==> src/rtl/ft245_fifo_responder_if.sv <==
// FT245-style byte FIFO port plus the USB-core byte streams.
// Valid/ready: a beat transfers on a rising CLK edge where valid and ready are both high;
// the sender holds its data stable while valid is high and ready is low.
interface ft245_fifo_responder_if;
  logic [7:0] rx_data;
  logic       rx_valid;
  logic       rx_ready;
  logic [7:0] tx_data;
  logic       tx_valid;
  logic       tx_ready;
  logic       nRXF;
  logic       nTXE;
  logic       nRD;
  logic       WR;
  logic [7:0] D_in;
  logic [7:0] D_out;
  logic       D_oe;

  modport slave (
    input  rx_data, rx_valid, tx_ready, nRD, WR, D_in,
    output rx_ready, tx_data, tx_valid, nRXF, nTXE, D_out, D_oe
  );

  modport master (
    output rx_data, rx_valid, tx_ready, nRD, WR, D_in,
    input  rx_ready, tx_data, tx_valid, nRXF, nTXE, D_out, D_oe
  );
endinterface

==> src/rtl/ft245_fifo_responder.sv <==
// Device-side FT245 FIFO port responder: bridges engine nRD/WR strobes to RX/TX byte
// FIFOs fed and drained by valid/ready streams on the USB core side.
module ft245_byte_fifo #(
  parameter int DEPTH = 16
) (
  input  logic                     CLK,
  input  logic                     RST,
  input  logic                     push,
  input  logic [7:0]               din,
  input  logic                     pop,
  output logic [7:0]               head,
  output logic [$clog2(DEPTH):0]   level,
  output logic                     empty,
  output logic                     full
);
  localparam int AW = $clog2(DEPTH);

  logic [7:0]  mem [DEPTH];
  logic [AW:0] wptr;
  logic [AW:0] rptr;

  // Pointers carry one extra bit so that level = wptr - rptr distinguishes full from empty.
  always_ff @(posedge CLK) begin
    if (RST) begin
      wptr <= '0;
      rptr <= '0;
    end else begin
      if (push) wptr <= wptr + 1'b1;
      if (pop)  rptr <= rptr + 1'b1;
    end
  end

  always_ff @(posedge CLK) begin
    if (push) mem[wptr[AW-1:0]] <= din;
  end

  assign head  = mem[rptr[AW-1:0]];
  assign level = wptr - rptr;
  assign empty = (level == '0);
  assign full  = (level == (AW+1)'(DEPTH));
endmodule

module ft245_fifo_responder #(
  parameter int RX_DEPTH = 16,
  parameter int TX_DEPTH = 16
) (
  input  logic                        CLK,
  input  logic                        RST,
  ft245_fifo_responder_if.slave       bus,
  output logic [$clog2(RX_DEPTH):0]   rx_level,
  output logic [$clog2(TX_DEPTH):0]   tx_level,
  output logic                        err_underrun,
  output logic                        err_overrun,
  output logic                        rd_state_dbg
);
  typedef enum logic {RD_IDLE, RD_READING} rd_state_t;

  rd_state_t  rd_state;
  rd_state_t  rd_state_next;
  logic       nrd_q;
  logic       wr_q;
  logic       rd_fall;
  logic       rd_rise;
  logic       wr_fall;
  logic       rx_push;
  logic       rx_pop;
  logic       tx_push;
  logic       tx_pop;
  logic [7:0] rx_head;
  logic [7:0] tx_head;
  logic       rx_empty;
  logic       rx_full;
  logic       tx_empty;
  logic       tx_full;

  // State register: read FSM plus the registered strobe copies used for edge detection.
  always_ff @(posedge CLK) begin
    if (RST) begin
      rd_state <= RD_IDLE;
      nrd_q    <= 1'b1;
      wr_q     <= 1'b0;
    end else begin
      rd_state <= rd_state_next;
      nrd_q    <= bus.nRD;
      wr_q     <= bus.WR;
    end
  end

  assign rd_fall = nrd_q & ~bus.nRD;
  assign rd_rise = ~nrd_q & bus.nRD;
  assign wr_fall = wr_q & ~bus.WR;

  always_comb begin
    rd_state_next = rd_state;
    case (rd_state)
      RD_IDLE:    if (rd_fall && !rx_empty) rd_state_next = RD_READING;
      RD_READING: if (rd_rise) rd_state_next = RD_IDLE;
      default:    rd_state_next = RD_IDLE;
    endcase
  end

  // The byte leaves the RX FIFO only when the strobe ends, so D_out stays stable throughout.
  always_comb begin
    rx_pop       = 1'b0;
    err_underrun = 1'b0;
    case (rd_state)
      RD_IDLE:    err_underrun = rd_fall & rx_empty & ~RST;
      RD_READING: rx_pop = rd_rise;
      default:    rx_pop = 1'b0;
    endcase
  end

  assign rx_push     = bus.rx_valid & ~rx_full;
  assign tx_push     = wr_fall & ~tx_full;
  assign tx_pop      = ~tx_empty & bus.tx_ready;
  assign err_overrun = wr_fall & tx_full & ~RST;

  assign bus.rx_ready = ~rx_full;
  assign bus.tx_valid = ~tx_empty;
  assign bus.tx_data  = tx_head;
  assign bus.D_oe     = ~bus.nRD;
  assign bus.D_out    = rx_empty ? 8'h00 : rx_head;
  assign bus.nRXF     = rx_empty | ~bus.nRD | rd_rise;
  assign bus.nTXE     = tx_full | bus.WR | wr_fall;
  assign rd_state_dbg = (rd_state == RD_READING);

  ft245_byte_fifo #(.DEPTH(RX_DEPTH)) u_rx_fifo (
    .CLK   (CLK),
    .RST   (RST),
    .push  (rx_push),
    .din   (bus.rx_data),
    .pop   (rx_pop),
    .head  (rx_head),
    .level (rx_level),
    .empty (rx_empty),
    .full  (rx_full)
  );

  ft245_byte_fifo #(.DEPTH(TX_DEPTH)) u_tx_fifo (
    .CLK   (CLK),
    .RST   (RST),
    .push  (tx_push),
    .din   (bus.D_in),
    .pop   (tx_pop),
    .head  (tx_head),
    .level (tx_level),
    .empty (tx_empty),
    .full  (tx_full)
  );
endmodule

==> src/flat_wrapper.sv <==
// flat-port wrapper written by rule: the top's interface ports become plain ports
module ft245_fifo_responder_flat 
#(
  parameter int RX_DEPTH = 16,
  parameter int TX_DEPTH = 16
)
  (CLK, RST, rx_level, tx_level, err_underrun, err_overrun, rd_state_dbg, bus_rx_data, bus_rx_valid, bus_tx_ready, bus_nRD, bus_WR, bus_D_in, bus_rx_ready, bus_tx_data, bus_tx_valid, bus_nRXF, bus_nTXE, bus_D_out, bus_D_oe);
  ft245_fifo_responder_if bus_i ();
  input  logic CLK;
  input  logic RST;
  output logic [$clog2(RX_DEPTH):0] rx_level;
  output logic [$clog2(TX_DEPTH):0] tx_level;
  output logic err_underrun;
  output logic err_overrun;
  output logic rd_state_dbg;
  input wire logic [$bits(bus_i.rx_data)-1:0] bus_rx_data;
  input wire logic [$bits(bus_i.rx_valid)-1:0] bus_rx_valid;
  input wire logic [$bits(bus_i.tx_ready)-1:0] bus_tx_ready;
  input wire logic [$bits(bus_i.nRD)-1:0] bus_nRD;
  input wire logic [$bits(bus_i.WR)-1:0] bus_WR;
  input wire logic [$bits(bus_i.D_in)-1:0] bus_D_in;
  output wire logic [$bits(bus_i.rx_ready)-1:0] bus_rx_ready;
  output wire logic [$bits(bus_i.tx_data)-1:0] bus_tx_data;
  output wire logic [$bits(bus_i.tx_valid)-1:0] bus_tx_valid;
  output wire logic [$bits(bus_i.nRXF)-1:0] bus_nRXF;
  output wire logic [$bits(bus_i.nTXE)-1:0] bus_nTXE;
  output wire logic [$bits(bus_i.D_out)-1:0] bus_D_out;
  output wire logic [$bits(bus_i.D_oe)-1:0] bus_D_oe;
  assign bus_i.rx_data = bus_rx_data;
  assign bus_i.rx_valid = bus_rx_valid;
  assign bus_i.tx_ready = bus_tx_ready;
  assign bus_i.nRD = bus_nRD;
  assign bus_i.WR = bus_WR;
  assign bus_i.D_in = bus_D_in;
  assign bus_rx_ready = bus_i.rx_ready;
  assign bus_tx_data = bus_i.tx_data;
  assign bus_tx_valid = bus_i.tx_valid;
  assign bus_nRXF = bus_i.nRXF;
  assign bus_nTXE = bus_i.nTXE;
  assign bus_D_out = bus_i.D_out;
  assign bus_D_oe = bus_i.D_oe;
  ft245_fifo_responder #(.RX_DEPTH(RX_DEPTH), .TX_DEPTH(TX_DEPTH)) u_core (.CLK(CLK), .RST(RST), .bus(bus_i), .rx_level(rx_level), .tx_level(tx_level), .err_underrun(err_underrun), .err_overrun(err_overrun), .rd_state_dbg(rd_state_dbg));
endmodule
==> config.mk <==
export PLATFORM = sky130hd
export DESIGN_NAME = ft245_fifo_responder_flat
export DESIGN_NICKNAME = d
export VERILOG_FILES = /design/src/rtl/ft245_fifo_responder_if.sv /design/src/rtl/ft245_fifo_responder.sv /design/src/flat_wrapper.sv
export SDC_FILE = /design/constraint.sdc
export NUM_CORES = 1
export LEC_CHECK = 0
export BUFFER_PORTS_ARGS = -buffer_cell sky130_fd_sc_hd__buf_2
export CORE_MARGIN = 2
export CORE_UTILIZATION = 55
export CTS_CLUSTER_DIAMETER = 80
export DETAILED_ROUTE_END_ITERATION = 10
export PLACE_DENSITY = 0.73
export SYNTH_ARGS = -nofsm -noshare
export SYNTH_HDL_FRONTEND = slang
export SYNTH_SLANG_ARGS = --single-unit
==> constraint.sdc <==
create_clock -name CLK -period 3.6 [get_ports CLK]
set_clock_uncertainty 0.2 [all_clocks]
set_input_delay 0.72 -clock CLK [delete_from_list [all_inputs] [get_ports CLK]]
set_output_delay 0.72 -clock CLK [all_outputs]
set_load 0.02 [all_outputs]
==> summary.md, run 1 <==
| Metric | Value |
|---|---|
| Met2 Use GR | 34.41% |
| Logic gate share of total power | 21.1% |
| Hold Path Depth | 2 |
| Post-synth top area share | 65.64% |
| Clock Sinks | 287 |
| HP Start | bus_WR |
| Total number of vias | 5972 |
| Synth Cell Area | 11710 um^2 |
| Final Hold Viols | 0 |
| Slew headroom | 34.81% |
| CTS tree | yes |
| Cell count after synthesis | between 600 and 700 |
| Sequential group share of total power | 45.5% |
| Worst min path class | input pin to flip-flop |
| Outcome | complete, but fails checks |
| CP top delay family | adder cells |
| Leak | 4.582 nW |
| Final RePlAce weighted congestion | 0.7903 |
| Die Ht | approximately 150 um |
| DR vias/cell | 6.008 |
| 1st-iter DRT viols | 534 |
| Post-synth top area cell | edfxtp_1 |
| Cell Count, Final, Fillers Out | 994 |
| Dpl cell area | 12350 um^2 |
| Critical Path RT | 2.68 ns |
| Wire per inst | approximately 24 um |
| Reg-to-reg endpoint | u_core.u_rx_fifo.mem[7][2] |
| Worst slew pin tran | 0.9758 ns |
| Syn nets | 647 |
| Core Area | about 21000 um^2 |
| Sw frac | 25.90% |
| Startpoint Class | flip-flop |
| Clock slew at reported path FFs | roughly 0.060 ns |
| Most common cell in the netlist | edfxtp_1 |
| Clk_lat worst skew | 0.53 ns |
| Worst path cell trace | inv_4 -> ha_4 -> inv_2 -> fa_2 -> nand3b_1 -> a211o_1 -> a2bb2oi_4 -> buf_6 -> buf_12 -> nor2b_1 -> buf_4 |
| Failing checks | negative setup slack |
| Initial core utilization | a little under three fifths |
| CTS max path bufs | 3 |
| Netlist cell types | 44 |
| Post-synth EDFFs | 256 |
| Fillcell total | 1414 |
| H-tree lvl count | 1 |
| Grt met1 use | between 30% and 40% |
| CP max stage cell | fa_2 |
| Crit path buf inv count | 5 |
| Count of input and output buffers | 55 |
| Setup crit end kind | output port |
| Post-route DRC | 0 |
| Cts hold-fix bufs | 0 |
| IO Pins | 56 |
| Ys flop type | edfxtp_1 |
| Period utilization | 103.7% |
| Final setup vio count | 10 |
| Worst-path fanout max | 7 |
| Max incr delay on CP | 0.46 ns |
| CTS root buf | clkbuf_16 |
| Fraction of registers with async set/reset | 0% |
| Power per standard cell area | just over 600 nW/um^2 |
| VDD IR-drop max | 0.4163 mV |
| Synth-to-Final Area Change | 15.71% |
| Synth area leaders | edfxtp_1 66%, mux4_2 15%, dfxtp_1 5.3%, ha_1 1.9%, and3_1 1.4% |
| Synthesized flop and latch total | 287 |
| R2r setup slk | approximately 0.18 ns |
| Commonest cells in the netlist | 256 x edfxtp_1, 79 x mux4_2, 31 x dfxtp_1, 27 x nor2_1, 26 x and3_1 |
| Hpwl dp | 15.13 mm |
| Antenna violations before repair | 0 |
| Tot Pwr | roughly 8.3 mW |
| Antenna diodes | 0 |
| DR pass1 iterations | 5 |
| Share of layout cells above drive strength 1 | 33.94% |
| M3 GR Usage | 3.537% |
| Cts bufs inserted | 28 |
| Total GRT Usage | 21.76% |
| Max-slew violation count | 0 |
| Final antenna-violating net count | 0 |
| Arrival @ worst endpoint | between 2 and 3 ns |
| WL final | approximately 24 mm |
| Vias in the first global route | 6041 |
| Die area | 22480 um^2 |
| Kind of critical path | flip-flop to output port |
| Largest net degree at the start of global routing | 39 |
| Seq/Total Area, Yosys | 70.94% |
| Hold worst-path end | u_core.wr_q |
| Fin nets | 739 |
| Design Area, Final | approximately 14000 um^2 |
| Mean Syn Cell Area | 19.36 um^2 |
| Max Fclk | 267.9 MHz |
| NetSw | 2.139 mW |
| Crit Reg-Reg Startpoint | u_core.u_rx_fifo.rptr[0] |
| Grt ovf | 0 |
| Total of max-cap violations | 0 |
| Yosys warns | 0 |
| Global-route wire length before repair | 36.41 mm |
| Clk pwr share | 33.4% |
| Die width | 149.9 um |
| Worst R2R Path Depth | 10 |
| Worst Slack Setup Final | -0.1328 ns |
| Rows | 53 |
| Placed Cells | roughly 920 |
| Final critical-path required period | 3.733 ns |
| Pre-CTS setup slack | 0.07892 ns |
| Final Util | 64.66% |
| Grt peak-use layer | met2 |
| Internal cell power | 6.119 mW |
| RSZ-0062 raised after global routing | true |
==> stage by stage <==
step	TNS (ns)	hold WS (ns)
finish	-0.9003	0.2545
global route	-1.594	0.2551
CTS	-0.3800	0.2354
detailed placement	0	0.3421
global placement	0	0.3184
floorplan	0	0.2996
==> sequential cells by signal (all words and copies together), names as in the netlist, named ones only <==
signal                 count
u_core.u_rx_fifo.wptr      5
u_core.nrd_q               1
u_core.u_tx_fifo.mem     128
u_core.u_tx_fifo.rptr      5
u_core.rd_state_dbg        1
u_core.u_rx_fifo.rptr      5
u_core.u_rx_fifo.mem     128
u_core.u_tx_fifo.wptr      5
u_core.wr_q                1
==> placed cells by master (no fill, tap or decap), types with 5 or more instances in the layout <==
| cell | n |
|---|---|
| nor2b_1 | 21 |
| and3_1 | 26 |
| ha_1 | 16 |
| nand2_1 | 7 |
| clkbuf_16 | 30 |
| and2_1 | 5 |
| nand4_1 | 5 |
| dfxtp_1 | 25 |
| mux2i_1 | 5 |
| clkinv_2 | 8 |
| buf_2 | 46 |
| edfxtp_1 | 256 |
| nand2b_1 | 8 |
| buf_6 | 6 |
| a21oi_1 | 11 |
| buf_4 | 33 |
| mux4_2 | 79 |
| nor2_1 | 27 |
| inv_1 | 13 |
| mux2_1 | 11 |
==> worst reg2reg max path, stage by stage (launching register included) <==
cell	delay [ns]
dfxtp_4	0.38
ha_4	0.14
inv_2	0.04
fa_2	0.56
nand3b_1	0.14
a211o_1	0.18
buf_4	0.14
a211oi_4	0.06
buf_4	0.18
or2_1	0.26
nor2b_1	0.76
==> cell type report <==
type	count	area (um^2)	area share, %
inverter	18	72.57	0.5355
clock inverter	15	78.83	0.5817
sequential	287	8320	61.40
tap	275	344.1	2.539
timing repair buffer	88	605.6	4.469
clock buffer	37	807.0	5.956
multi-input combinational	274	3322	24.52
==> how the worst max path moves through the flow <==
stage / from / end / slack (ns) / depth (start not counted)
4_1_cts: u_core.u_tx_fifo.wptr[0] / err_overrun / -0.08 / 9
5_1_grt: u_core.u_rx_fifo.wptr[0] / bus_D_out[0] / -0.20 / 11
6_report: u_core.u_rx_fifo.wptr[0] / bus_D_out[0] / -0.13 / 11
2_1_floorplan: u_core.u_tx_fifo.wptr[0] / err_overrun / 0.02 / 8
3_5_place_dp: u_core.u_tx_fifo.wptr[0] / u_core.u_tx_fifo.mem[2][5] / 0.08 / 9
3_3_place_gp: u_core.u_rx_fifo.wptr[0] / bus_D_out[6] / 0.22 / 10
==> power by group through the flow <==
stage                     Combinational, mW  Sequential (mW)  Clock, mW
after detailed placement               1.45             3.82          0
after global routing                   1.84             3.76       2.93
after global placement                 1.40             3.81          0
after floorplan                        1.03             3.78          0
final                                  1.74             3.75       2.76
after CTS                              1.69             3.75       2.80
==> routing by layer <==
metal	share of wire [%]	wire length [um]
met3	7.4	1763
met1	42	10100
met5	0	0
met4	1.4	337
met2	49	11650
==> logic make-up (layout without fill, tap and decap cells) <==
| logic type | count (synthesis) | after routing | share of synthesized area (%) |
|---|---|---|---|
| flops | 287 | 287 | 70.94 |
| mux | 95 | 95 | 16.68 |
| buf+inv | 44 | 158 | 1.688 |
| compound gates | 26 | 26 | 1.656 |
| fa+ha+maj | 20 | 20 | 2.265 |
| simple gates | 122 | 122 | 5.887 |
| xor+xnor | 11 | 11 | 0.8868 |
==> timing repair <==
| item | CTS | global route |
|---|---|---|
| pin swaps | 14 | 7 |
| cloned | 0 | 0 |
| resized for setup | 37 | 9 |
| buffers inserted | 15 | 3 |
| hold endpoints to repair | 0 | 0 |
| setup endpoints to repair | 14 | 16 |
No activity file was read; power rests on OpenSTA's default activity.
==> run 2, diff against run 1 <==
--- a/config.mk
+++ b/config.mk
@@ -11,6 +11,7 @@
 export CTS_CLUSTER_DIAMETER = 80
 export DETAILED_ROUTE_END_ITERATION = 10
 export PLACE_DENSITY = 0.73
+export RECOVER_POWER = 50
 export SYNTH_ARGS = -nofsm -noshare
 export SYNTH_HDL_FRONTEND = slang
 export SYNTH_SLANG_ARGS = --single-unit
==> summary.md, run 2 (same netlist as run 1, synthesis figures left out) <==
| Metric | Value |
|---|---|
| Outcome | complete, but fails checks |
| Failing checks | max-capacitance violations, max-slew violations, negative setup slack |
| Die Ht | 149.9 um |
| Fin nets | 739 |
| IO Pins | 56 |
| Critical Path RT | 2.68 ns |
| Total GRT Usage | a little over a fifth |
| Count of input and output buffers | 55 |
| Post-route DRC | 0 |
| Vias in the first global route | approximately 6000 |
| Final critical-path required period | 3.730 ns |
| Slew headroom | -2.563% |
| WL final | 23.85 mm |
| VDD IR-drop max | 0.4161 mV |
| Total of max-cap violations | 1 |
| FF+latch area | 8320 um^2 |
| Final Util | between 60% and 70% |
| Grt ovf | 0 |
| Final Hold Viols | 0 |
| H-tree lvl count | 1 |
| Hpwl dp | 15.13 mm |
| HP Start | bus_WR |
| Setup crit end kind | output port |
| Rows | 53 |
| Period utilization | 103.6% |
| CP max stage cell | fa_2 |
| Kind of critical path | flip-flop to output port |
| Worst slew pin tran | 1.538 ns |
| Clk_lat worst skew | 0.53 ns |
| Power per standard cell area | about 600 nW/um^2 |
| CP top delay family | adder cells |
| Worst-path fanout max | 7 |
| Crit Reg-Reg Startpoint | u_core.u_rx_fifo.rptr[0] |
| Antenna violations before repair | 0 |
| Synth-to-Final Area Change | 15.50% |
| Most frequent cells in the layout | 256 x edfxtp_1, 79 x mux4_2, 33 x buf_4 |
| Hold Path Depth | 2 |
| Startpoint Class | flip-flop |
| Initial core utilization | approximately 56% |
| Max Fclk | 268.1 MHz |
| Arrival @ worst endpoint | about 2.8 ns |
| Total number of vias | 6009 |
| Final setup vio count | 10 |
| Reg-to-reg endpoint | u_core.u_rx_fifo.mem[7][2] |
| R2r setup slk | 0.18 ns |
| 1st-iter DRT viols | 558 |
| Max incr delay on CP | 0.46 ns |
| RSZ-0062 raised after global routing | true |
| Antenna diodes | 0 |
| Worst R2R Path Depth | 10 |
| Fillcell total | around 1400 |
| Clock Sinks | roughly 290 |
| Tot Pwr | 8.255 mW |
| DR vias/cell | 6.045 |
| Multi-input gate area | roughly 3300 um^2 |
| CTS root buf | clkbuf_16 |
| DR pass1 iterations | 5 |
| Hold worst-path end | u_core.wr_q |
| Worst path cell trace | inv_4 -> ha_4 -> inv_2 -> fa_2 -> nand3b_1 -> a211o_1 -> a2bb2oi_4 -> buf_6 -> buf_12 -> nor2b_1 -> buf_4 |
| Core Area | roughly 21000 um^2 |
| Worst min path class | input pin to flip-flop |
| Die area | 22480 um^2 |
| Leak | 4.529 nW |
| Pre-CTS setup slack | 0.07892 ns |
| Final antenna-violating net count | 0 |
| Share of layout cells above drive strength 1 | 31.29% |
| Crit path buf inv count | 5 |
| CTS max path bufs | 3 |
| Final RePlAce weighted congestion | 0.7903 |
| Clock slew at reported path FFs | roughly 0.060 ns |
| Worst Slack Setup Final | -0.1298 ns |
| CTS tree | yes |
| Largest net degree at the start of global routing | 39 |
| Max-slew violation count | 39 |
| Wire per inst | between 20 and 25 um |
| Most common cell after layout, fill and taps aside | edfxtp_1 |
| Die width | around 150 um |
| Global-route wire length before repair | 36.41 mm |
| Cts bufs inserted | 28 |
[run 2: cell count changes in the layout (fill, tap and decap cells not counted)]
| cell | delta |
|---|---|
| clkbuf_1 | +19 |
| buf_2 | -19 |
[run 2: layout make-up]
class / instances / share of cell area (%)
repair buffers: 88 / 4.301
clock inverters: 15 / 0.5827
inverters: 18 / 0.5365
clock buffers: 37 / 5.966
well taps: 275 / 2.544
multi-input cells: 274 / 24.56
flip-flops and latches: 287 / 61.51
[run 2: through the flow]
step / area, um^2 / hold slack [ns] / setup TNS, ns / cells
final: 13530 / 0.2552 / -0.8699 / 994
after CTS: 13510 / 0.2354 / -0.3800 / 991
after global routing: 13530 / 0.2551 / -1.606 / 994
after global placement: 12350 / 0.3184 / 0 / 924
after detailed placement: 12350 / 0.3421 / 0 / 924
after floorplan: 11720 / 0.2996 / 0 / 605
[run 2: layer usage]
metal	vias up	GRT usage, %	share of wire [%]
met1	3100	32.74	42
met3	23	3.537	7.7
li1	2613	-	-
met2	273	34.41	48
met4	0	4.387	1.4
met5	-	0	0
[run 2: what timing repair did]
item / CTS / global route
gates resized for setup: 37 / 9
hold buffers: 0 / 0
pin swaps: 14 / 7
buffers inserted: 15 / 3
endpoints found under the setup margin: 14 / 16
[run 2: worst max path at each step]
| stage | startpoint | to | slack [ns] | depth (start not counted) |
|---|---|---|---|---|
| global route | u_core.u_rx_fifo.wptr[0] | bus_D_out[0] | -0.20 | 11 |
| finish | u_core.u_rx_fifo.wptr[0] | bus_D_out[0] | -0.13 | 11 |
| global placement | u_core.u_rx_fifo.wptr[0] | bus_D_out[6] | 0.22 | 10 |
| detailed placement | u_core.u_tx_fifo.wptr[0] | u_core.u_tx_fifo.mem[2][5] | 0.08 | 9 |
| floorplan | u_core.u_tx_fifo.wptr[0] | err_overrun | 0.02 | 8 |
| CTS | u_core.u_tx_fifo.wptr[0] | err_overrun | -0.08 | 9 |
[run 2: report_power, final]
part | switching [mW] | internal, mW | total (mW)
Combinational | 0.883 | 0.854 | 1.74
Clock | 1.19 | 1.57 | 2.76
Sequential | 0.0675 | 3.69 | 3.76
